### config.mk
export PLATFORM = sky130hd
export DESIGN_NAME = restoring_divider_8bit
export DESIGN_NICKNAME = d
export VERILOG_FILES = /design/src/rtl/restoring_divider_8bit.sv
export SDC_FILE = /design/constraint.sdc
export NUM_CORES = 1
export LEC_CHECK = 0
export ABC_AREA = 1
export CORE_ASPECT_RATIO = 2
export CORE_UTILIZATION = 50
export DETAILED_ROUTE_END_ITERATION = 8
export GPL_ROUTABILITY_DRIVEN = 1
export PLACE_DENSITY = 0.86
export SETUP_SLACK_MARGIN = 0.15
export SLEW_MARGIN = 20
export SYNTH_ARGS = -nofsm -noshare
export SYNTH_HDL_FRONTEND = slang
export SYNTH_SLANG_ARGS = --single-unit
### constraint.sdc
create_clock -name Clk -period 2.3 [get_ports Clk]
set_input_delay 0.23 -clock Clk [delete_from_list [all_inputs] [get_ports Clk]]
set_output_delay 0.23 -clock Clk [all_outputs]
set_load 0.02 [all_outputs]
### src/rtl/restoring_divider_8bit.sv
// rtl/restoring_divider_8bit.sv - sequential 8-bit unsigned restoring divider with Run-button control
module restoring_divider_8bit (
   input  logic       Clk,
   input  logic       Reset_Load_Clear,
   input  logic       Run,
   input  logic [7:0] Dividend,
   input  logic [7:0] Divisor,
   output logic [7:0] Quotient,
   output logic [7:0] Remainder,
   output logic       Busy,
   output logic       Done,
   output logic       Div_By_Zero
);

   typedef enum logic [2:0] {
      S_IDLE  = 3'd0,
      S_ARM   = 3'd1,
      S_SHIFT = 3'd2,
      S_TEST  = 3'd3,
      S_DONE  = 3'd4
   } state_t;

   state_t     state, state_next;
   logic [7:0] nq, dr;
   logic [8:0] r;
   logic [2:0] cnt;
   logic [8:0] diff;
   logic [8:0] r_test;
   logic [7:0] nq_test;

   // A clear borrow means the divisor fits: keep the difference and set the quotient bit.
   assign diff    = r - {1'b0, dr};
   assign r_test  = diff[8] ? r : diff;
   assign nq_test = diff[8] ? nq : {nq[7:1], 1'b1};

   always_ff @(posedge Clk) begin
      if (Reset_Load_Clear)
         state <= S_IDLE;
      else
         state <= state_next;
   end

   always_comb begin
      state_next = state;
      case (state)
         S_IDLE:  if (Run) state_next = S_ARM;
         S_ARM:   if (!Run) state_next = (dr == 8'd0) ? S_DONE : S_SHIFT;
         S_SHIFT: state_next = S_TEST;
         S_TEST:  state_next = (cnt == 3'd7) ? S_DONE : S_SHIFT;
         S_DONE:  if (Run) state_next = S_ARM;
         default: state_next = S_IDLE;
      endcase
   end

   always_comb begin
      Busy = 1'b0;
      Done = 1'b0;
      case (state)
         S_SHIFT, S_TEST: Busy = 1'b1;
         S_DONE:          Done = 1'b1;
         default:         ;
      endcase
   end

   always_ff @(posedge Clk) begin
      if (Reset_Load_Clear) begin
         nq          <= 8'd0;
         dr          <= 8'd0;
         r           <= 9'd0;
         cnt         <= 3'd0;
         Quotient    <= 8'd0;
         Remainder   <= 8'd0;
         Div_By_Zero <= 1'b0;
      end else begin
         case (state)
            S_IDLE, S_DONE: begin
               if (Run) begin
                  nq  <= Dividend;
                  dr  <= Divisor;
                  r   <= 9'd0;
                  cnt <= 3'd0;
               end
            end
            S_ARM: begin
               if (!Run && dr == 8'd0) begin
                  Quotient    <= 8'hFF;
                  Remainder   <= nq;
                  Div_By_Zero <= 1'b1;
               end
            end
            S_SHIFT: begin
               {r, nq} <= {r[7:0], nq, 1'b0};
            end
            S_TEST: begin
               r  <= r_test;
               nq <= nq_test;
               if (cnt == 3'd7) begin
                  Quotient    <= nq_test;
                  Remainder   <= r_test[7:0];
                  Div_By_Zero <= 1'b0;
               end else begin
                  cnt <= cnt + 3'd1;
               end
            end
            default: ;
         endcase
      end
   end

endmodule

==> out/metrics.yaml <==
finish:
  stdcell_count: 477
  diodes: 0
  area_growth_syn_to_layout_pct: 21.8
  nNetsFinal: 449
  drive_above_1_share_pct: 10.3
sta:
  rsz0062_at_grt: "no"
  maxSlewHeadroom_pct: 52.3
  clock.fmax_mhz: 485
  finalHoldViolCount: 0
  worstMarginPinSlew_ns: 0.715
  fin_tns_setup_ns: 0
  min_period_ns: 2.06
  fin_crit_sh_pct: 89.7
  fin_hold_ws_ns: 0.471
  final_max_slew_viol_count: 0
  skew_ns: 0.00485
  setup_viol: 0
synthesis:
  netlist_area_um2: 2650
  ys_warn_count: 0
  syn_inst: 381
  synth_top_area_share_pct: 36.2
  async_flop_share_pct: 0
  synth_ff_type: "dfxtp_1"
  ys_seq_area_share_pct: 36.2
  avgSynthCellArea_um2: 6.96
  yosys-top-cells-area: "dfxtp_1 36%, nand2_1 12%, inv_1 8.8%"
  yosysTopAreaCell: "dfxtp_1"
  synth-edff-count: 0
  synthesis.nets: 411
  ys_types: 30
  ys_ff_latch: 48
global_routing:
  grt_usage_pct: 26.7
  first_global_vias: 2569
  grt_first_pass_wirelength_mm: 11.3
  grt_start_max_net_pins: 28
  antenna_found_initial: 0
  grt_overflow: 0
clock_network:
  clkLatencyLatePin_ns: 0.30
  clock-root-buffer: "clkbuf_8"
  path_clk_slew_ns: 0.09
  cts_tree: "yes"
  numCtsBuffers: 5
  cts_htree_levels: 2
  clock_sinks: 48
  clk_path_buf_depth: 2
  hold_buffers: 0
floorplanning:
  die_area_um2: 5620
  core-area_um2: 5140
  rows: 37
  start_util_pct: 51.6
  fp.dieW_um: 53.5
  io_pins: 38
  fp.dieH_um: 105
setup_path:
  reg2reg_from: "r[0]"
  critPathMaxFanout: 6
  worstSetupStartpoint: "r[0]"
  arrival_ns: 2.30
  required_ns: 2.54
  worstSetupPathType: "flip-flop to flip-flop"
  startpoint_type: "flip-flop"
  crit_path_end_kind: "flip-flop"
placed_design:
  dp_hpwl_mm: 5.00
  gp_congestion: 0.853
  dp_cells: 467
  portBuffers: 37
detailed_routing:
  vias_per_cell: 5.52
  first_pass_iters: 5
  ant_nets: 0
  wl_per_cell_um: 14.3
  drt_wl_total_mm: 6.83
  vias: 2634
  drc: 0
  drtIter0Drc: 94
run_status:
  status: "complete, no violations"
power_and_ir_drop:
  powerDensity_nw_per_um2: 767
  power.leakage_nw: 1.34
  peakVddDrop_v: 0.000886
job:
  cap_violations: 0
worst_hold_path:
  hold_start: "Div_By_Zero"
  hold_path.class: "flip-flop to flip-flop"
-- registers in the layout, summed over array words and instances, names as in the netlist --
name / cells
r: 9
Quotient: 8
Remainder: 8
dr: 8
nq: 8
cnt: 3
state: 3
Div_By_Zero: 1
-- power breakdown --
| part | total, mW | internal [mW] | leakage (nW) | switching, mW |
|---|---|---|---|---|
| clock network | 0.705 | 0.428 | 0.0642 | 0.278 |
| logic | 0.839 | 0.309 | 0.883 | 0.530 |
| registers | 0.936 | 0.891 | 0.392 | 0.0448 |
| total | 2.48 | 1.63 | 1.34 | 0.853 |
-- synth_stat cells, types with 6 or more instances --
library cell and number:
nand2_1 83, inv_1 62, dfxtp_1 48, a21oi_1 39
o21ai_0 35, nand3_1 31, nor2_1 12, o21ai_1 11
ha_1 10, a31oi_1 9, nand2_2 6
-- cell type report --
type | instances | area [um^2]
clock buffers | 5 | 68.8
clock inverters | 2 | 60.1
fillers | 428 | 1910
inverters | 64 | 245
multi-input cells | 256 | 1400
flip-flops and latches | 48 | 962
well taps | 58 | 72.6
repair buffers | 44 | 423
-- cells by family (layout without fill, tap and decap cells) --
group	Yosys count	count (layout)	synth area share, %
XOR/XNOR	3	3	0.991
adder cells (fa/ha/maj)	11	11	5.47
AND/OR/NAND/NOR	145	145	25.6
flip-flops	48	48	36.2
AO/OA/AOI/OAI	97	97	19.2
buffers and inverters	77	115	12.5
-- metal layers --
metal,up-vias,global-route usage (%),routed length [um]
met5,-,0,0
met2,104,48.8,3800
li1,1309,-,-
met4,0,12.8,318
met1,1198,28.1,2410
met3,23,2.77,296
-- layout by cell type, fill, tap and decap left out, types with 2 or more instances in the layout --
cell type	instances
nand4_1	4
nand2_1	82
o21ai_0	35
nand2_2	7
nand3_1	30
inv_1	60
a21oi_2	4
o21ai_1	9
buf_4	7
nor3_4	2
ha_1	9
inv_2	3
clkbuf_8	5
a31oi_1	9
a21oi_1	38
nand2_4	2
bufinv_16	2
clkdlybuf4s50_1	37
dfxtp_1	47
xnor2_1	2
nand3_4	2
nor2_1	11
-- stage by stage --
step	instance area [um^2]	total power, mW	setup slack, ns	util, %
finish	3230	2.48	0.236	62.9
global route	3230	2.63	0.0921	62.9
CTS	3170	2.39	0.273	61.6
detailed placement	3040	1.69	0.325	59.1
global placement	3040	1.67	0.367	59.1
floorplan	2650	1.51	0.524	-
-- critical path, cell delays in order, from the launching register on --
cell and delay (ns):
dfxtp_1 0.34, inv_2 0.06, ha_2 0.16, inv_2 0.05
fa_2 0.36, nand2_1 0.08, nand2_2 0.09, nand3_4 0.11
nand2_2 0.08, nand2_2 0.09, nand2_4 0.08, buf_4 0.17
o21ai_4 0.15, nand2_1 0.09, a21oi_2 0.11
-- timing repair --
item                       4_1_cts  5_1_grt
gates resized for setup          0       15
setup buffers                    0        3
setup endpoints to repair        0       12
-- final timing paths --
kind	slack [ns]	end	depth (start not counted)
min reg2reg	0.47	Div_By_Zero	2
max reg2reg	0.24	r[3]	14
min	0.47	Div_By_Zero	2
max	0.24	r[3]	14
(Power assumes the default switching activity.)
